`src/rtl/serial_bus_bridge.sv`:
```
// serial_bus_bridge: memory-side glue between the serialized 6502 core and
// the synchronous RAM. It rebuilds the CPU address from the phased byte
// stream, generates the RAM strobes, and sequences RAM ownership through the
// load, run and result-dump phases.
module serial_bus_bridge #(
  parameter logic [15:0] RESULT_ADDR = 16'hE200,
  parameter int          DUMP_LEN    = 8,
  parameter int          LH_LAST     = 5
) (
  input  logic        clk,
  input  logic        reset,
  input  logic        load_active,
  input  logic [15:0] ld_addr,
  input  logic        ld_we,
  input  logic [7:0]  ld_data,
  input  logic [7:0]  cpu_do,
  input  logic        cpu_we,
  input  logic [2:0]  cpu_lh,
  input  logic        cpu_rdy,
  input  logic        dump_req,
  input  logic [7:0]  ram_rdata,
  output logic [15:0] ram_addr,
  output logic        ram_we,
  output logic        ram_re,
  output logic [7:0]  ram_wdata,
  output logic [7:0]  cpu_di,
  output logic        dump_valid,
  output logic [7:0]  dump_data,
  output logic [7:0]  dump_idx,
  output logic        dump_done,
  output logic        phase_err,
  output logic [15:0] cpu_addr
);

  localparam logic [2:0] S_IDLE = 3'd0;
  localparam logic [2:0] S_LOAD = 3'd1;
  localparam logic [2:0] S_RUN  = 3'd2;
  localparam logic [2:0] S_DUMP = 3'd3;
  localparam logic [2:0] S_DONE = 3'd4;

  // Counter is one bit wider than the index so a 256-byte window still
  // has a distinct "all issued" value.
  localparam logic [8:0] LEN = 9'(DUMP_LEN);
  localparam logic [2:0] LHL = 3'(LH_LAST);

  logic [2:0] state;
  logic [7:0] abl, abh;
  logic [8:0] cnt;
  logic       dv_q;
  logic [7:0] idx_q;
  logic       err_q;
  logic [2:0] prev_lh;
  logic       prev_rdy;

  logic       wr, rd, issue, err_now, lh_bad, seq_bad;
  logic [2:0] nxt_lh;

  assign cpu_addr = {abh, abl};
  assign cpu_di   = ram_rdata;

  // Write wins over read: read is suppressed whenever a write strobes.
  assign wr    = cpu_we & cpu_rdy & (cpu_lh == 3'd5);
  assign rd    = ~wr & cpu_rdy & (cpu_lh == 3'd3);
  assign issue = (state == S_DUMP) && (cnt < LEN);

  // Phase legality: in range, and while the core is continuously enabled
  // the phase either holds or advances by one with wrap at LH_LAST.
  assign nxt_lh  = (prev_lh == LHL) ? 3'd0 : prev_lh + 3'd1;
  assign lh_bad  = cpu_lh > LHL;
  assign seq_bad = cpu_rdy & prev_rdy & (cpu_lh != prev_lh) & (cpu_lh != nxt_lh);
  assign err_now = ~reset & (state == S_RUN) & (lh_bad | seq_bad);

  // Error is visible in the offending cycle and sticks until reset.
  assign phase_err  = err_q | err_now;
  assign dump_valid = dv_q;
  assign dump_idx   = idx_q;
  assign dump_data  = dv_q ? ram_rdata : 8'h00;
  assign dump_done  = (state == S_DONE);

  // RAM port mux: owner depends on phase, strobes forced low in reset.
  always_comb begin
    ram_addr  = '0;
    ram_we    = 1'b0;
    ram_re    = 1'b0;
    ram_wdata = '0;
    if (!reset) begin
      case (state)
        S_LOAD: begin
          ram_addr  = ld_addr;
          ram_we    = ld_we;
          ram_wdata = ld_data;
        end
        S_RUN: begin
          ram_addr  = cpu_addr;
          ram_we    = wr;
          ram_re    = rd;
          ram_wdata = cpu_do;
        end
        S_DUMP: begin
          if (issue) begin
            ram_addr = RESULT_ADDR + {7'd0, cnt};
            ram_re   = 1'b1;
          end
        end
        default: ;
      endcase
    end
  end

  // Phase sequencing, address capture and dump issue counter.
  always_ff @(posedge clk) begin
    if (reset) begin
      state <= S_IDLE;
      abl   <= '0;
      abh   <= '0;
      cnt   <= '0;
    end else begin
      case (state)
        S_IDLE: if (load_active) state <= S_LOAD;
        S_LOAD: if (!load_active) state <= S_RUN;
        S_RUN: begin
          if (cpu_lh == 3'd0) abl <= cpu_do;
          if (cpu_lh == 3'd2) abh <= cpu_do;
          if (dump_req) begin
            state <= S_DUMP;
            cnt   <= '0;
          end
        end
        S_DUMP: begin
          if (issue) cnt <= cnt + 9'd1;
          else       state <= S_DONE;
        end
        default: ;
      endcase
    end
  end

  // Dump beat tracking: a read issued this cycle returns data next cycle.
  always_ff @(posedge clk) begin
    if (reset) begin
      dv_q  <= 1'b0;
      idx_q <= '0;
    end else begin
      dv_q  <= issue;
      idx_q <= cnt[7:0];
    end
  end

  // Phase checker history and sticky error flag.
  always_ff @(posedge clk) begin
    if (reset) begin
      err_q    <= 1'b0;
      prev_lh  <= '0;
      prev_rdy <= 1'b0;
    end else begin
      err_q    <= err_q | err_now;
      prev_lh  <= cpu_lh;
      prev_rdy <= (state == S_RUN) & cpu_rdy;
    end
  end

endmodule
```
`config.mk`:
```
export PLATFORM = sky130hd
export DESIGN_NAME = serial_bus_bridge
export DESIGN_NICKNAME = d
export VERILOG_FILES = /design/src/rtl/serial_bus_bridge.sv
export SDC_FILE = /design/constraint.sdc
export NUM_CORES = 1
export LEC_CHECK = 0
export BUFFER_PORTS_ARGS = -buffer_cell sky130_fd_sc_hd__clkbuf_2
export CAP_MARGIN = 20
export CORE_MARGIN = 2
export CORE_UTILIZATION = 40
export DETAILED_ROUTE_END_ITERATION = 8
export PLACE_DENSITY = 0.71
export SYNTH_ARGS = -nofsm -noshare
export SYNTH_HDL_FRONTEND = slang
export SYNTH_SLANG_ARGS = --single-unit
```
`constraint.sdc`:
```
create_clock -name clk -period 3.55 [get_ports clk]
set_input_delay 0.355 -clock clk [delete_from_list [all_inputs] [get_ports clk]]
set_output_delay 0.355 -clock clk [all_outputs]
set_load 0.01 [all_outputs]
```
==> impl_metrics.toml, run 1 <==
[outcome]
status = "finished, final reports clean"

[sta]
fin_hold_ws_ps = 313.1
rsz0062_at_grt = "no"
fmax_ghz = 0.3527
finalCriticalPeriod_ps = 2835
finClkSkew_ps = 5.165
finalCritPeriodShare = 0.7987
worst_slack_ps = 714.6
timing.slew.headroom = 0.3380
report.final.slew_viol_count = 0
setup_viol = 0
final-hold-violation-count = 0
setup_tns_ps = 0
worst_pin_slew_ps = 992.0

[layout]
fin_cells = 422
area_delta_synth_final_pct = 30.02
final_cell_mix = "118 x clkbuf_2, 43 x nor2_1, 42 x dfxtp_1"
multi_input_area_sq_um = 1154
utilization = 0.5438
insertedDiodeCount = 0
fillCellCount = 508
nNetsFinal = 402
final_common_cell = "clkbuf_2"
seqCellArea_sq_um = 840.8
drive_above_1_share = 0.3920

[grt]
antenna_found_initial = 0
track_usage = 0.1885
grt_pass1_wl_microns = 9177
grt-ovfl-total = 0
grt_start_max_net_pins = 33
grt_pass1_vias = 1912

[synth]
ys_seq_area_frac = 0.3887
syn_nets = 301
syn_area_sq_um = 2163
synthTopCellsByArea = "dfxtp_1 39%, a22oi_1 8.3%, nor2_1 7.5%, mux2i_1 7.4%, and2_1 4.6%"
synth_cell_type_count = 42
synth_top_area_frac = 0.3887
synthCells = 250
synth_area_leader_cell = "dfxtp_1"
ys_seq_elements = 42
yosys_warnings = 0
synth.avg_cell_area_sq_um = 8.653

[routing]
wl_per_cell_microns = 13.45
detail_route.iter0.violations = 96
drt_wl_total_microns = 5678
viasPerCell = 5.114
first_pass_iters = 5
ant_nets = 0
vias = 2158
drc_errors = 0

[worst_hold_path]
hold_depth = 3
hold_path_startpoint = "cpu_rdy"
hp-class = "in -> reg"

[cts]
postCtsSetupBuffers = 0
cts-root-buf = "clkbuf_8"
insertion_delay_ps = 290
clkTransAtPathRegs_ps = 80
cts_htree_levels = 2
clkSinkCount = 42
cts_tree = "built"
clockBufferDepth = 2
ctsHoldBuffers = 0
cts_repair_resize_count = 0
cts_buffers = 5

[placed_design]
pre_cts_slack_ps = 1076
place_hpwl_microns = 4327
portBuffers = 118
gp_congestion = 0.8347
place_inst = 414

[setup_path]
worstSetupPathType = "reg -> out"
startpoint = "state[0]$_SDFFE_PP0P_"
start_kind = "flip-flop"
worst-r2r-cell-count = 4
worstSetupEndpointType = "output pin"
reg2reg_from = "state[1]$_SDFFE_PP0P_"
r2r_setup_slack_ps = 1670
worstPathRequired_ps = 3190
timing.critical_path.arrival_ps = 2480
cp_max_fo = 25

[floorplan]
die_area_sq_um = 6012
rows = 26
die_h_microns = 77.54
die_x_microns = 77.54
ios = 119
core_area_sq_um = 5172
initial_core_util = 0.4182

[power]
p_clk_frac = 0.377
swShare = 0.2514
pwr-share-comb = 0.132
ir_drop_v = 0.0001443
cellPowerDensity_nw_per_um2 = 351.9
p_sw_w = 0.0002488
p_leak_nw = 1.393
pwr-share-seq = 0.490
intPower_w = 0.0007409

[run]
drv_cap = 0
[final cells by class]
cell class / count / area share
Inverter: 3 / 0.004004
Tap cell: 70 / 0.03114
Sequential cell: 42 / 0.2989
Multi-Input combinational cell: 179 / 0.4101
Timing Repair Buffer: 120 / 0.2153
Clock inverter: 3 / 0.01601
Clock buffer: 5 / 0.02447
[power groups by stage]
stage          registers, W  clock network, W  logic [W]
2_1_floorplan      0.000492                 0  0.0000857
3_3_place_gp       0.000496                 0   0.000129
3_5_place_dp       0.000496                 0   0.000131
4_1_cts            0.000485          0.000386   0.000132
5_1_grt            0.000487          0.000409   0.000146
6_report           0.000485          0.000373   0.000131
[routing by layer]
metal	vias to the layer above	GRT usage	part of all wire
met5	-	0	0
met3	7	0.04186	0.061
li1	1066	-	-
met2	86	0.3157	0.50
met1	999	0.2341	0.42
met4	0	0.07679	0.017
[synthesized netlist by cell type]
master and instances:
xnor2_1 2, nand4b_1 1, nor2_2 1, and2_1 16, clkbuf_1 4, a31oi_1 3, dfxtp_1 42, o22ai_1 4
nor4bb_1 1, and3b_1 1, o21a_1 1, o21ai_2 1, nor3_1 2, mux2i_1 16, a211oi_1 2, a21oi_1 8
buf_1 1, nand3_1 3, o21ai_0 3, ha_1 1, a22oi_1 24, nand2_1 10, nand2b_1 5, a21boi_1 1
inv_1 3, o21ai_1 1, nand3b_1 2, nor2b_1 13, buf_2 8, buf_4 11, a31oi_2 1, or4b_4 1
buf_6 2, nand4_2 1, or3_1 1, nor3b_2 2, nor2_1 43, nor4b_1 1, nand4_1 4, nor4_4 1
a21oi_2 1, o221ai_2 1
[sequential cells by signal, indices dropped and copies added (netlist names), 3 cells and up]
register	cells
dump_idx	8
cnt	9
abh	8
abl	8
prev_lh	3
state	3
[per-stage QoR]
| step | total power, W | instance area, sq um |
|---|---|---|
| 5_1_grt | 0.001042 | 2813 |
| 2_1_floorplan | 0.0005775 | 2163 |
| 3_5_place_dp | 0.0006275 | 2699 |
| 3_3_place_gp | 0.0006244 | 2699 |
| 4_1_cts | 0.001002 | 2813 |
| 6_report | 0.0009898 | 2813 |
[final timing paths]
path | end
setup / recovery | ram_addr[2]
hold / removal | prev_rdy$_SDFF_PP0_
setup reg to reg | abl[1]$_SDFFE_PP0P_
hold reg to reg | err_q$_SDFF_PP0_
[cells by family (layout without fill, tap and decap cells)]
group | count (synthesis) | after routing | share of synthesized area
compound gates | 51 | 51 | 0.1660
flops | 42 | 42 | 0.3887
fa+ha+maj | 1 | 1 | 0.005783
simple gates | 109 | 109 | 0.2765
buf+inv | 29 | 131 | 0.08097
mux | 16 | 16 | 0.07403
xor+xnor | 2 | 2 | 0.008099
[critical path: stages, from the launching register on]
cell and delay (ps):
dfxtp_1 640, nand2b_1 200, nor2_2 790, a22oi_1 140, o22ai_1 240, clkbuf_2 170
No activity file was read; power rests on OpenSTA's default activity.
==> inputs of run 2 (changes only) <==
Clock period 3.55 ns to 2.85 ns, I/O delays scaled along.
==> run 2 against run 1 <==
Effect of this change:
- die area is the same
- via count shrank 1.2%
- cell area grew 0.49%
- first-iteration DRC count grew 38%
- routed wire length grew 0.85%
- cell count grew 0.47%
- power grew 27%
- combinational power grew 27%
- sequential cell count is the same
- clock skew is essentially flat
- critical path type unchanged
- largest cell class unchanged
==> impl_metrics.toml, run 2 (synthesized netlist as in run 1, its figures left out) <==
[sta]
timing.slew.headroom = 0.5034
finalCritPeriodShare = 0.9099
setup_viol = 0
fmax_ghz = 0.3856
final-hold-violation-count = 0
rsz0062_at_grt = "no"
setup_tns_ps = 0
finClkSkew_ps = 4.771
finalCriticalPeriod_ps = 2593
report.final.slew_viol_count = 0
worst_pin_slew_ps = 744.1

[floorplan]
die_area_sq_um = 6012
core_area_sq_um = 5172
initial_core_util = 0.4182
rows = 26
die_h_microns = 77.54
die_x_microns = 77.54
ios = 119

[layout]
largest_register_ffs = 9
regMostFlops = "cnt"
final_cell_mix = "118 x clkbuf_2, 43 x nor2_1, 42 x dfxtp_1"
final_common_cell = "clkbuf_2"
insertedDiodeCount = 0
fin_cells = 424
nNetsFinal = 404
area_delta_synth_final_pct = 30.65
drive_above_1_share = 0.3955

[cts]
cts-root-buf = "clkbuf_8"
cts_buffers = 5
cts_tree = "built"
postCtsSetupBuffers = 0
clkTransAtPathRegs_ps = 90
clockBufferDepth = 2
ctsHoldBuffers = 0
cts_repair_resize_count = 0
insertion_delay_ps = 300
cts_htree_levels = 2
clkSinkCount = 42

[grt]
grt-ovfl-total = 0
grt_pass1_vias = 1900
antenna_found_initial = 0
track_usage = 0.1862
grt_pass1_wl_microns = 9204
grt_start_max_net_pins = 33

[setup_path]
worstSetupPathType = "reg -> out"
worstPathRequired_ps = 2570
start_kind = "flip-flop"
cp_max_fo = 18
slowest_delay_ps = 610
worstSetupEndpointType = "output pin"
cp_cell_sequence = "nand2b_1 -> nor2_2 -> buf_4 -> a22oi_1 -> nor2_1 -> clkbuf_2"
timing.critical_path.arrival_ps = 2310
crit_slowest_cell = "dfxtp_1"

[routing]
drc_errors = 0
detail_route.iter0.violations = 132
drt_wl_total_microns = 5726
viasPerCell = 5.028
ant_nets = 0
wl_per_cell_microns = 13.50
vias = 2132
first_pass_iters = 4

[placed_design]
portBuffers = 118
gp_congestion = 0.8417
place_hpwl_microns = 4295
place_inst = 416

[power]
pwr-share-comb = 0.133
ir_drop_v = 0.0002805
cellPowerDensity_nw_per_um2 = 444.3
pwr-share-seq = 0.481
p_sw_w = 0.0003275
swShare = 0.2609
p_leak_nw = 1.411
intPower_w = 0.0009281
p_clk_frac = 0.386

[outcome]
status = "finished, final reports clean"

[run]
drv_cap = 0

[worst_hold_path]
hp-class = "in -> reg"
==> run 2: cell type report <==
cell class	instances	area [sq um]
Clock buffer	5	68.82
Clock inverter	3	43.79
Fill cell	473	2346
Inverter	3	11.26
Multi-Input combinational cell	179	1154
Sequential cell	42	840.8
Tap cell	70	87.58
Timing Repair Buffer	122	620.6
==> run 2: power groups by stage <==
stage	Sequential [W]	Combinational (W)	Clock [W]
6_report	0.000604	0.000167	0.000485
5_1_grt	0.000606	0.000185	0.000518
4_1_cts	0.000604	0.000167	0.000490
3_5_place_dp	0.000618	0.000167	0
3_3_place_gp	0.000618	0.000164	0
2_1_floorplan	0.000613	0.000107	0
==> run 2: metal layers <==
metal,track usage,share of wire
met1,0.2435,0.43
met2,0.3000,0.48
met3,0.04419,0.068
met4,0.06607,0.021
met5,0,0
==> run 2: critical path, delay by kind of cell, from the launching register on <==
kind | cells | cell delay [ps]
AO/OA/AOI/OAI | 1 | 60
buffers and inverters | 2 | 420
flip-flops | 1 | 610
AND/OR/NAND/NOR | 3 | 920
==> run 2: stage by stage <==
step	hold slack, ps	util	power, W	worst slack, ps	instance area, sq um
after global routing	258.2	0.5464	0.001309	60.75	2826
after CTS	224.6	0.5464	0.001261	280.6	2826
final	227.5	0.5464	0.001256	256.8	2826
after detailed placement	445.0	0.5247	0.0007845	617.7	2714
after floorplan	396.3	-	0.0007194	1240	2163
after global placement	443.7	0.5247	0.0007818	663.7	2714
==> run 2: path summary, 6_finish.rpt <==
check	from	to	slack (ps)	depth (start not counted)
hold / removal	cpu_rdy	prev_rdy$_SDFF_PP0_	230	3
hold reg to reg	err_q$_SDFF_PP0_	err_q$_SDFF_PP0_	460	2
setup / recovery	state[0]$_SDFFE_PP0P_	ram_addr[12]	260	6
setup reg to reg	state[1]$_SDFFE_PP0P_	abh[6]$_SDFFE_PP0P_	970	4
==> inputs of run 3 (changes only) <==
Settings changed: REMOVE_ABC_BUFFERS set to 1.
Clock period 2.85 ns to 3.32 ns, I/O delays scaled along.
==> run 3 against run 2 <==
Effect of this change:
- worst hold slack improved by 66 ps
- critical path depth unchanged
- via count increased by 1.1%
- sequential share of layout area increased by 0.066 points
- die area unchanged
- non-clock buffer count decreased by 1
- core utilization decreased by 0.12 points
- sequential power decreased by 14%
- count of clock-buffer cells in the layout unchanged
- clock skew increased by 3.7 ps
- largest power group unchanged
- largest cell class unchanged
==> impl_metrics.toml, run 3 (synthesized netlist as in run 1, its figures left out) <==
[outcome]
status = "finished, final reports clean"

[placed_design]
gp_congestion = 0.8426
place_hpwl_microns = 4416
place_area_sq_um = 2706
portBuffers = 118

[power]
pwr-share-comb = 0.133
p_clk_frac = 0.386
cellPowerDensity_nw_per_um2 = 383.1
intPower_w = 0.0007939
ir_drop_v = 0.0002054
p_sw_w = 0.0002865
p_leak_nw = 1.398
pwr-share-seq = 0.480
swShare = 0.2652

[layout]
fillCellCount = 505
regMostFlops = "cnt"
largest_register_ffs = 9
final_cell_mix = "118 x clkbuf_2, 43 x nor2_1, 42 x dfxtp_1"
drive_above_1_share = 0.3938
area_delta_synth_final_pct = 30.36
final_common_cell = "clkbuf_2"
stdcell_area_sq_um = 2820
insertedDiodeCount = 0
utilization = 0.5452
nNetsFinal = 403

[grt]
grt_start_max_net_pins = 34
track_usage = 0.1938
grt_pass1_vias = 1937
antenna_found_initial = 0
grt_pass1_wl_microns = 9439
grt-ovfl-total = 0

[setup_path]
slowest_delay_ps = 640
worstSetupPathType = "reg -> out"
startpoint = "state[0]$_SDFFE_PP0P_"
crit_slowest_cell = "dfxtp_1"
cp_top_family = "simple AND/OR/NAND/NOR gates"
cp_max_fo = 15
worstSetupEndpointType = "output pin"
reg2reg_from = "state[1]$_SDFFE_PP0P_"
critPathBufInv = 2
cp_cell_sequence = "nand2b_1 -> nor2_2 -> buf_4 -> a22oi_1 -> o22ai_1 -> clkbuf_2"
timing.critical_path.arrival_ps = 2360
worstPathRequired_ps = 2990
start_kind = "flip-flop"

[floorplan]
core_area_sq_um = 5172
ios = 119
rows = 26
die_h_microns = 77.54
die_x_microns = 77.54
die_area_sq_um = 6012
initial_core_util = 0.4182

[cts]
cts_repair_resize_count = 0
insertion_delay_ps = 300
postCtsSetupBuffers = 0
cts_tree = "built"
cts_buffers = 5
cts-root-buf = "clkbuf_8"
cts_htree_levels = 2
clkTransAtPathRegs_ps = 90
clkSinkCount = 42
clockBufferDepth = 2
ctsHoldBuffers = 0

[sta]
final-hold-violation-count = 0
timing.slew.headroom = 0.5157
rsz0062_at_grt = "no"
setup_tns_ps = 0
fmax_ghz = 0.3712
worst_pin_slew_ps = 725.6
finClkSkew_ps = 8.433
setup_viol = 0
report.final.slew_viol_count = 0
finalCritPeriodShare = 0.8114
fin_hold_ws_ps = 293.4
finalCriticalPeriod_ps = 2694

[worst_hold_path]
hp-class = "in -> reg"
hold_path_startpoint = "cpu_rdy"

[routing]
vias = 2156
wl_per_cell_microns = 13.93
first_pass_iters = 4
viasPerCell = 5.097
drc_errors = 0
detail_route.iter0.violations = 141
ant_nets = 0
drt_wl_total_microns = 5891

[run]
drv_cap = 0
-- run 3: layer usage --
layer / GRT usage / part of all wire
met5: 0 / 0
met4: 0.06429 / 0.013
met3: 0.04419 / 0.057
met2: 0.3052 / 0.48
met1: 0.2619 / 0.45
-- run 3: final cells by class --
cell class | count | area [sq um] | area share
Tap cell | 70 | 87.58 | 0.03106
Sequential cell | 42 | 840.8 | 0.2981
Clock buffer | 5 | 68.82 | 0.02440
Inverter | 3 | 11.26 | 0.003993
Timing Repair Buffer | 121 | 613.1 | 0.2174
Clock inverter | 3 | 45.04 | 0.01597
Multi-Input combinational cell | 179 | 1154 | 0.4091
-- run 3: worst register-to-register path, delay by kind of cell, from the launching register on --
| family | cells | cell delay [ps] |
|---|---|---|
| flops | 1 | 500 |
| mux | 1 | 320 |
| simple gates | 3 | 1360 |
-- run 3: final timing paths --
path | endpoint | slack, ps | cells after the start
min reg2reg | err_q$_SDFF_PP0_ | 460 | 2
max reg2reg | abh[6]$_SDFFE_PP0P_ | 1020 | 4
max | ram_addr[0] | 630 | 6
min | prev_rdy$_SDFF_PP0_ | 290 | 3
-- run 3: stage by stage --
stage,setup slack (ps),total power (W),std cells
4_1_cts,653.5,0.001091,423
2_1_floorplan,878.0,0.0005907,224
6_report,626.2,0.001080,423
3_5_place_dp,977.0,0.0006739,415
5_1_grt,439.7,0.001126,423
3_3_place_gp,1053,0.0006707,415
-- run 3: power groups by stage --
| stage | sequential (W) | combinational (W) | clock (W) |
|---|---|---|---|
| final | 0.000519 | 0.000144 | 0.000418 |
| after CTS | 0.000519 | 0.000144 | 0.000429 |
| after global placement | 0.000530 | 0.000141 | 0 |
| after global routing | 0.000520 | 0.000159 | 0.000446 |
| after floorplan | 0.000529 | 0.0000620 | 0 |
| after detailed placement | 0.000531 | 0.000143 | 0 |
